File: src/rtl/top_seq_pkg.sv
// Shared types and helpers for the pattern sequencer.
//   seq_state_t : controller state encoding
//   idx_width() : width of the packed {i,j,k} pattern index for a counter width
//   misr_next() : one MISR step, rotate-left by one within w bits then XOR data
package top_seq_pkg;

  typedef enum logic [1:0] {
    ST_IDLE  = 2'd0,
    ST_RUN   = 2'd1,
    ST_DRAIN = 2'd2,
    ST_DONE  = 2'd3
  } seq_state_t;

  localparam int unsigned CNT_W_DEFAULT = 4;
  localparam int unsigned IDX_W_DEFAULT = 3 * CNT_W_DEFAULT;

  function automatic int unsigned idx_width(input int unsigned cnt_w);
    return 3 * cnt_w;
  endfunction

  // Operates on a 64-bit container so one function serves any result width
  // up to 64; w is a constant at every call site, so this folds to wiring.
  function automatic logic [63:0] misr_next(input logic [63:0] sig,
                                            input logic [63:0] data,
                                            input int unsigned w);
    logic [63:0] mask;
    logic [63:0] sig_m;
    logic [63:0] rot;
    mask  = (w >= 64) ? '1 : ((64'd1 << w) - 64'd1);
    sig_m = sig & mask;
    rot   = ((sig_m << 1) | (sig_m >> (w - 1))) & mask;
    return rot ^ (data & mask);
  endfunction

endpackage

File: src/rtl/top_pattern_sequencer_fifo.sv
// seq_result_fifo: synchronous FIFO holding {result, pattern index} entries.
// Ports:
//   clk, rst       clock and synchronous active-high reset
//   flush          synchronous empty (pointers and count cleared)
//   push/push_data write one entry
//   pop            consume the head entry
//   rd_data        head entry (stable until popped)
//   rd_valid       FIFO not empty
//   count          current occupancy
module seq_result_fifo #(
  parameter int W     = 32,
  parameter int DEPTH = 4
) (
  input  logic                       clk,
  input  logic                       rst,
  input  logic                       flush,
  input  logic                       push,
  input  logic [W-1:0]               push_data,
  input  logic                       pop,
  output logic [W-1:0]               rd_data,
  output logic                       rd_valid,
  output logic [$clog2(DEPTH+1)-1:0] count
);

  localparam int PTR_W = (DEPTH > 1) ? $clog2(DEPTH) : 1;
  localparam int CW    = $clog2(DEPTH + 1);

  logic [W-1:0]     mem [DEPTH];
  logic [PTR_W-1:0] wr_ptr;
  logic [PTR_W-1:0] rd_ptr;
  logic             push_ok;
  logic             pop_ok;

  function automatic logic [PTR_W-1:0] ptr_inc(input logic [PTR_W-1:0] p);
    return (p == PTR_W'(DEPTH - 1)) ? '0 : p + 1'b1;
  endfunction

  assign rd_valid = (count != '0);
  assign rd_data  = mem[rd_ptr];
  assign pop_ok   = pop && rd_valid;
  // A push into a full FIFO is accepted only when the head leaves this cycle.
  assign push_ok  = push && ((count < CW'(DEPTH)) || pop_ok);

  always_ff @(posedge clk) begin
    if (rst || flush) begin
      wr_ptr <= '0;
      rd_ptr <= '0;
      count  <= '0;
    end else begin
      if (push_ok) wr_ptr <= ptr_inc(wr_ptr);
      if (pop_ok)  rd_ptr <= ptr_inc(rd_ptr);
      case ({push_ok, pop_ok})
        2'b10:   count <= count + 1'b1;
        2'b01:   count <= count - 1'b1;
        default: count <= count;
      endcase
    end
  end

  always_ff @(posedge clk) begin
    if (!rst && !flush && push_ok) mem[wr_ptr] <= push_data;
  end

endmodule

File: src/rtl/top_pattern_sequencer.sv
// top_pattern_sequencer: drives the three-operand datapath through every
// {i,j,k} pattern, captures each result after DUT_LAT cycles into a result
// FIFO, streams results out on valid/ready and folds them into a MISR.
// Ports:
//   clk, rst                 clock, synchronous active-high reset
//   start, abort             sweep request / cancel-and-flush
//   in1, in2, in3            operands (zero-extended i, j, k)
//   dut_out1                 datapath result
//   res_valid/ready/data/idx result stream, idx = {i,j,k} of the pattern
//   busy, done, signature    status and running MISR
//
// state    | meaning
// ---------+-------------------------------------------------------------
// ST_IDLE  | waiting for start, nothing in flight
// ST_RUN   | issuing patterns whenever FIFO credit allows
// ST_DRAIN | last pattern issued, waiting for pipe and FIFO to empty
// ST_DONE  | sweep complete, signature held until restart
module top_pattern_sequencer
  import top_seq_pkg::*;
#(
  parameter int CNT_W      = 4,
  parameter int IN_W       = 19,
  parameter int OUT_W      = 20,
  parameter int DUT_LAT    = 1,
  parameter int FIFO_DEPTH = 4
) (
  input  logic               clk,
  input  logic               rst,
  input  logic               start,
  input  logic               abort,
  output logic [IN_W-1:0]    in1,
  output logic [IN_W-1:0]    in2,
  output logic [IN_W-1:0]    in3,
  input  logic [OUT_W-1:0]   dut_out1,
  output logic               res_valid,
  input  logic               res_ready,
  output logic [OUT_W-1:0]   res_data,
  output logic [3*CNT_W-1:0] res_idx,
  output logic               busy,
  output logic               done,
  output logic [OUT_W-1:0]   signature
);

  localparam int IDX_W  = int'(idx_width(CNT_W));
  localparam int CNT_FW = $clog2(FIFO_DEPTH + 1);
  localparam int OCC_W  = $clog2(FIFO_DEPTH + DUT_LAT + 1) + 1;

  if (DUT_LAT < 1 || DUT_LAT > 4) begin : g_bad_lat
    $error("top_pattern_sequencer: DUT_LAT must be within 1..4");
  end
  if (FIFO_DEPTH < DUT_LAT + 1) begin : g_bad_depth
    $error("top_pattern_sequencer: FIFO_DEPTH must be at least DUT_LAT+1");
  end

  seq_state_t       state;
  logic [IDX_W-1:0] cnt;
  logic [DUT_LAT-1:0] pipe_v;
  logic [IDX_W-1:0] pipe_tag [DUT_LAT];
  logic [OUT_W-1:0] sig;

  logic [CNT_FW-1:0]      fifo_count;
  logic                   fifo_valid;
  logic [OUT_W+IDX_W-1:0] fifo_rd;

  logic             pop;
  logic             push;
  logic             issue;
  logic             credit;
  logic             last_issue;
  logic [OCC_W-1:0] in_flight;
  logic [OCC_W-1:0] occupancy;

  assign pop  = fifo_valid && res_ready;
  assign push = pipe_v[DUT_LAT-1];

  always_comb begin
    in_flight = '0;
    for (int s = 0; s < DUT_LAT; s++) in_flight = in_flight + OCC_W'(pipe_v[s]);
  end

  // Everything in the pipe is already owed a FIFO slot; a pop this cycle
  // releases one, so the FIFO can never overflow.
  assign occupancy  = in_flight + OCC_W'(fifo_count) - OCC_W'(pop);
  assign credit     = (occupancy < OCC_W'(FIFO_DEPTH));
  assign issue      = (state == ST_RUN) && credit && !abort;
  assign last_issue = issue && (cnt == '1);

  always_ff @(posedge clk) begin
    if (rst || abort) begin
      state  <= ST_IDLE;
      cnt    <= '0;
      in1    <= '0;
      in2    <= '0;
      in3    <= '0;
      pipe_v <= '0;
      for (int s = 0; s < DUT_LAT; s++) pipe_tag[s] <= '0;
      sig    <= '0;
    end else begin
      pipe_v[0] <= issue;
      for (int s = 1; s < DUT_LAT; s++) begin
        pipe_v[s]   <= pipe_v[s-1];
        pipe_tag[s] <= pipe_tag[s-1];
      end

      if (issue) begin
        pipe_tag[0] <= cnt;
        in1 <= IN_W'(cnt[IDX_W-1 -: CNT_W]);
        in2 <= IN_W'(cnt[2*CNT_W-1 -: CNT_W]);
        in3 <= IN_W'(cnt[CNT_W-1:0]);
        // {i,j,k} as one binary counter gives k-fastest order with carries.
        cnt <= cnt + 1'b1;
      end

      if (pop) sig <= OUT_W'(misr_next(64'(sig), 64'(res_data), OUT_W));

      case (state)
        ST_IDLE, ST_DONE: begin
          if (start) begin
            state <= ST_RUN;
            cnt   <= '0;
            sig   <= '0;
          end
        end
        ST_RUN: begin
          if (last_issue) state <= ST_DRAIN;
        end
        ST_DRAIN: begin
          if (in_flight == '0 && fifo_count == '0) state <= ST_DONE;
        end
        default: state <= ST_IDLE;
      endcase
    end
  end

  seq_result_fifo #(
    .W     (OUT_W + IDX_W),
    .DEPTH (FIFO_DEPTH)
  ) u_fifo (
    .clk       (clk),
    .rst       (rst),
    .flush     (abort),
    .push      (push),
    .push_data ({dut_out1, pipe_tag[DUT_LAT-1]}),
    .pop       (pop),
    .rd_data   (fifo_rd),
    .rd_valid  (fifo_valid),
    .count     (fifo_count)
  );

  assign res_valid = fifo_valid;
  assign res_data  = fifo_rd[OUT_W+IDX_W-1:IDX_W];
  assign res_idx   = fifo_rd[IDX_W-1:0];
  assign busy      = (state == ST_RUN) || (state == ST_DRAIN);
  assign done      = (state == ST_DONE);
  assign signature = sig;

endmodule
File: config.mk
export PLATFORM = sky130hd
export DESIGN_NAME = top_pattern_sequencer
export DESIGN_NICKNAME = d
export VERILOG_FILES = /design/src/rtl/top_seq_pkg.sv /design/src/rtl/top_pattern_sequencer_fifo.sv /design/src/rtl/top_pattern_sequencer.sv
export SDC_FILE = /design/constraint.sdc
export NUM_CORES = 1
export LEC_CHECK = 0
export ABC_CLOCK_PERIOD_IN_PS = 4100
export BUFFER_PORTS_ARGS = -buffer_cell sky130_fd_sc_hd__buf_2
export CORE_AREA = 10 10 192 104
export CTS_CLUSTER_DIAMETER = 60
export DETAILED_ROUTE_END_ITERATION = 10
export DIE_AREA = 0 0 202 114
export GPL_TIMING_DRIVEN = 1
export PLACE_DENSITY = 0.7
export SLEW_MARGIN = 30
export SYNTH_ARGS = -nofsm -noshare
export SYNTH_HDL_FRONTEND = slang
export SYNTH_SLANG_ARGS = --single-unit
export TNS_END_PERCENT = 10
File: constraint.sdc
create_clock -name clk -period 4.1 [get_ports clk]
set_clock_uncertainty 0.2 [all_clocks]
set_input_delay 0.41 -clock clk [delete_from_list [all_inputs] [get_ports clk]]
set_output_delay 0.41 -clock clk [all_outputs]
set_load 0.01 [all_outputs]
==> impl_results.md <==
- Unrepaired setup endpoints after global routing: no
- First-pass GRT wire length: about 26000 um
- Post-Synth Simple-Gate Area: 0.0624
- Layout cells sized above 1: 0.269
- Slew Limit Fails: 0
- Total negative slack: 0 ps
- DR iter-0 viols: roughly 270
- WHS Path Cells: 1
- Hold Crit Start: dut_out1[5]
- Compound-Gate Fraction of Synth Area: 0.0429
- Adder-cell area share of the yosys netlist: 0.0244
- Final setup fails: 0
- Largest family of logic cells by synthesized area: multiplexers
- Max frequency: ~300 MHz
- Antenna violations before repair: 0
- Die area: 23000 um2
- Post_cts resized: 0
- Cell variety after synth: 41
- Synth Warn #: 0
- Final core occ: 0.551
- Worst-path clk slew: ~70 ps
- Sequential area share after synthesis: 0.667
- Hpwl dp: about 11000 um
- #FFs+latches synth: 196
- Reg2Reg Setup Slack: 780 ps
- Post-synthesis xor/xnor area fraction: 0.0318
- ANT cells: 0
- Worst Hold Endpoint: u_fifo.mem[1][17]
- Vias: between 4000 and 5000
- Crit path time final: approximately 3300 ps
- Reg-to-reg critical path startpoint: u_fifo.count[2]
- Number of antenna-violating nets in the routed design: 0
- GRT Residual Overflow: 0
- Worst skew pair latency: 420 ps
- Multiplexer area fraction after synthesis: 0.112
- Critical Path, Cell by Cell: inv_1 -> nand3_1 -> and2_1 -> ha_1 -> inv_1 -> ha_1 -> and3b_4 -> nor4_4 -> o21ai_2 -> buf_4 -> nor2_1 -> and2_1
- Worst Setup End Kind: flip-flop
- Vias in the first global route: around 4700
- Area growth from synthesis to layout: 15.9%
- Post-Synthesis Cells: roughly 520
- TritonRoute pass-1 iters: 4
- Final nets: roughly 670
- Port bufs: around 90
- Cell Rows: 34
- Pwr Density: slightly above 400 nW/um2
- CTS sink count: slightly below 200
- Final hold viol count: 0
- Max Cap Viol: 0
- Period utilization: 0.811
- DR vias/cell: ~5
- Wire per inst: between 15 and 20 um
- Startpoint types: flip-flop
- Detailed Route WL: ~17000 um
- CTS Buffer Depth: 2
- Top Ports: around 140
- Synth top area share: 0.526
- Worst Reg-to-Reg Cells: 12
- Setup CP Type: reg2reg
- Clock Root Buffer: clkbuf_16
- Pin count of the biggest net entering global routing: 44
- Mean Syn Cell Area: between 15 and 20 um2
- Cell area after synthesis: around 8000 um2
- Die height: around 110 um
- Worst slew pin tran: 935 ps
- Residual DRC count: 0
- Num CTS Buffers: 17
- Yosys top cell by area: edfxtp_1
- Htree depth: 4
- Core area: ~17000 um2
- Rel. slew slack: 0.377
- Worst flop-to-flop path endpoint: pipe_tag[0][4]
- CP Data Arrival Time: about 3400 ps
- Die width: between 200 and 250 um
- Critical Path Max Stage Delay: around 480 ps
- Peak VDD IR: approximately 0.30 mV
- Crit path max fanout: 22
- Status: finished clean
- CTS tree: yes
- Leak: around 0.0034 uW
- Gr usage total: 0.147
- Worst Hold Class: in2reg
- GP Congestion: around 0.87
- Worst Path Required: 4190 ps
- Largest cells by area after synthesis: edfxtp_1 (53%), dfxtp_1 (14%), mux4_2 (9.0%)
- Initial core utilization: 0.475
- Slowest-stage cell, CP: nor2_1
cell type report:
cell class                 instances  area [um2]
fill                            1361        7550
clock inverter                    13         115
sequential                       196        5330
inverter                          12        45.0
tap                              234         293
timing repair buffer             114         671
clock buffer                      19         443
multi-input combinational        288        2360
synthesized netlist by cell type, drive strengths merged:
| library cell | n |
|---|---|
| a21oi | 9 |
| inv | 12 |
| nor4 | 1 |
| mux2 | 1 |
| buf | 52 |
| nand3 | 4 |
| a31o | 1 |
| and3b | 1 |
| a2111oi | 1 |
| fa | 1 |
| a211oi | 20 |
| xor2 | 6 |
| o31a | 1 |
| nand4 | 2 |
| edfxtp | 140 |
| o211ai | 4 |
| o2111ai | 3 |
| or4 | 3 |
| o31ai | 2 |
| o211a | 1 |
| clkbuf | 14 |
| ha | 14 |
| or3 | 3 |
| or2 | 1 |
| nor3 | 2 |
| mux2i | 16 |
| dfxtp | 56 |
| o21ai | 5 |
| a2111o | 1 |
| xnor2 | 23 |
| nor2b | 2 |
| and2 | 20 |
| nor2 | 53 |
| conb | 1 |
| nand2 | 10 |
| mux4 | 32 |
flip-flops by register name, indices dropped and copies added, names as in the netlist, 2 cells and up, named ones only:
signal	cells
in2	4
state	2
u_fifo.count	3
in3	4
signature	20
u_fifo.wr_ptr	2
in1	4
pipe_tag	12
u_fifo.mem	128
u_fifo.rd_ptr	2
cnt	12
per-layer routing:
layer	up-vias	GRT usage	part of all wire
li1	2054	-	-
met1	2235	0.197	0.46
met2	108	0.234	0.48
met3	14	0.0359	0.055
met4	0	0.0453	0.011
met5	-	0	0
report_power, final:
part / leakage [uW] / total, uW / internal [uW] / switching, uW
Combinational: 0.00134 / 108 / 37.4 / 71.1
Sequential: 0.00175 / 2130 / 2120 / 9.71
Clock: 0.000262 / 1570 / 812 / 753
Total: 0.00335 / 3810 / 2970 / 834
worst max-delay path: cells and delay by family, from the launching register on:
| family | cells | cell delay, ps |
|---|---|---|
| flops | 1 | 360 |
| compound gates | 1 | 100 |
| fa+ha+maj | 2 | 400 |
| buf+inv | 3 | 450 |
| simple gates | 6 | 1680 |
metrics by stage:
step	hold WS [ps]	power, uW	area (um2)	instances	worst slack (ps)
3_5_place_dp	289	2270	8530	827	805
3_3_place_gp	277	2270	8520	827	1100
2_1_floorplan	259	2270	8150	562	1040
5_1_grt	11.6	3940	9260	876	508
4_1_cts	0.126	3840	9250	876	766
6_report	12.0	3810	9260	876	777
layout by cell type (no fill, tap or decap), drive strengths merged, types with 2 or more instances in the layout:
| master | netlist | routed |
|---|---|---|
| inv | 12 | 18 |
| clkinvlp | 0 | 4 |
| nor2 | 53 | 53 |
| dlygate4sd3 | 0 | 17 |
| nand3 | 4 | 4 |
| or3 | 3 | 3 |
| edfxtp | 140 | 140 |
| xnor2 | 23 | 23 |
| clkbuf | 14 | 19 |
| xor2 | 6 | 6 |
| or4 | 3 | 3 |
| a211oi | 20 | 20 |
| buf | 52 | 97 |
| o31ai | 2 | 2 |
| conb | 1 | 45 |
| nor2b | 2 | 2 |
| nand4 | 2 | 2 |
| mux4 | 32 | 32 |
| a21oi | 9 | 9 |
| and2 | 20 | 20 |
| nor3 | 2 | 2 |
| o211ai | 4 | 4 |
| mux2i | 16 | 16 |
| o21ai | 5 | 5 |
| dfxtp | 56 | 56 |
| o2111ai | 3 | 3 |
| clkinv | 0 | 3 |
| ha | 14 | 14 |
| nand2 | 10 | 10 |
how the worst max path moves through the flow:
stage,cells past startpoint,startpoint,end
after detailed placement,12,u_fifo.count[2],pipe_tag[0][4]
after CTS,12,u_fifo.count[2],pipe_tag[0][4]
final,12,u_fifo.count[2],pipe_tag[0][4]
after global routing,12,u_fifo.count[2],pipe_tag[0][4]
after global placement,12,u_fifo.count[2],pipe_tag[0][3]
after floorplan,12,u_fifo.count[2],pipe_tag[0][0]
logic make-up (layout without fill, tap and decap cells):
group / after synthesis / after routing
flip-flops: 196 / 196
AND/OR/NAND/NOR: 102 / 102
buffers and inverters: 78 / 158
multiplexers: 49 / 49
AO/OA/AOI/OAI: 48 / 48
XOR/XNOR: 29 / 29
adder cells (fa/ha/maj): 15 / 15
other: 1 / 45
what timing repair did:
item	4_1_cts	5_1_grt
buffers inserted	0	0
endpoints found under the hold margin	64	0
hold buffers	17	0
Note: power is estimated with default switching activity, not from simulation.
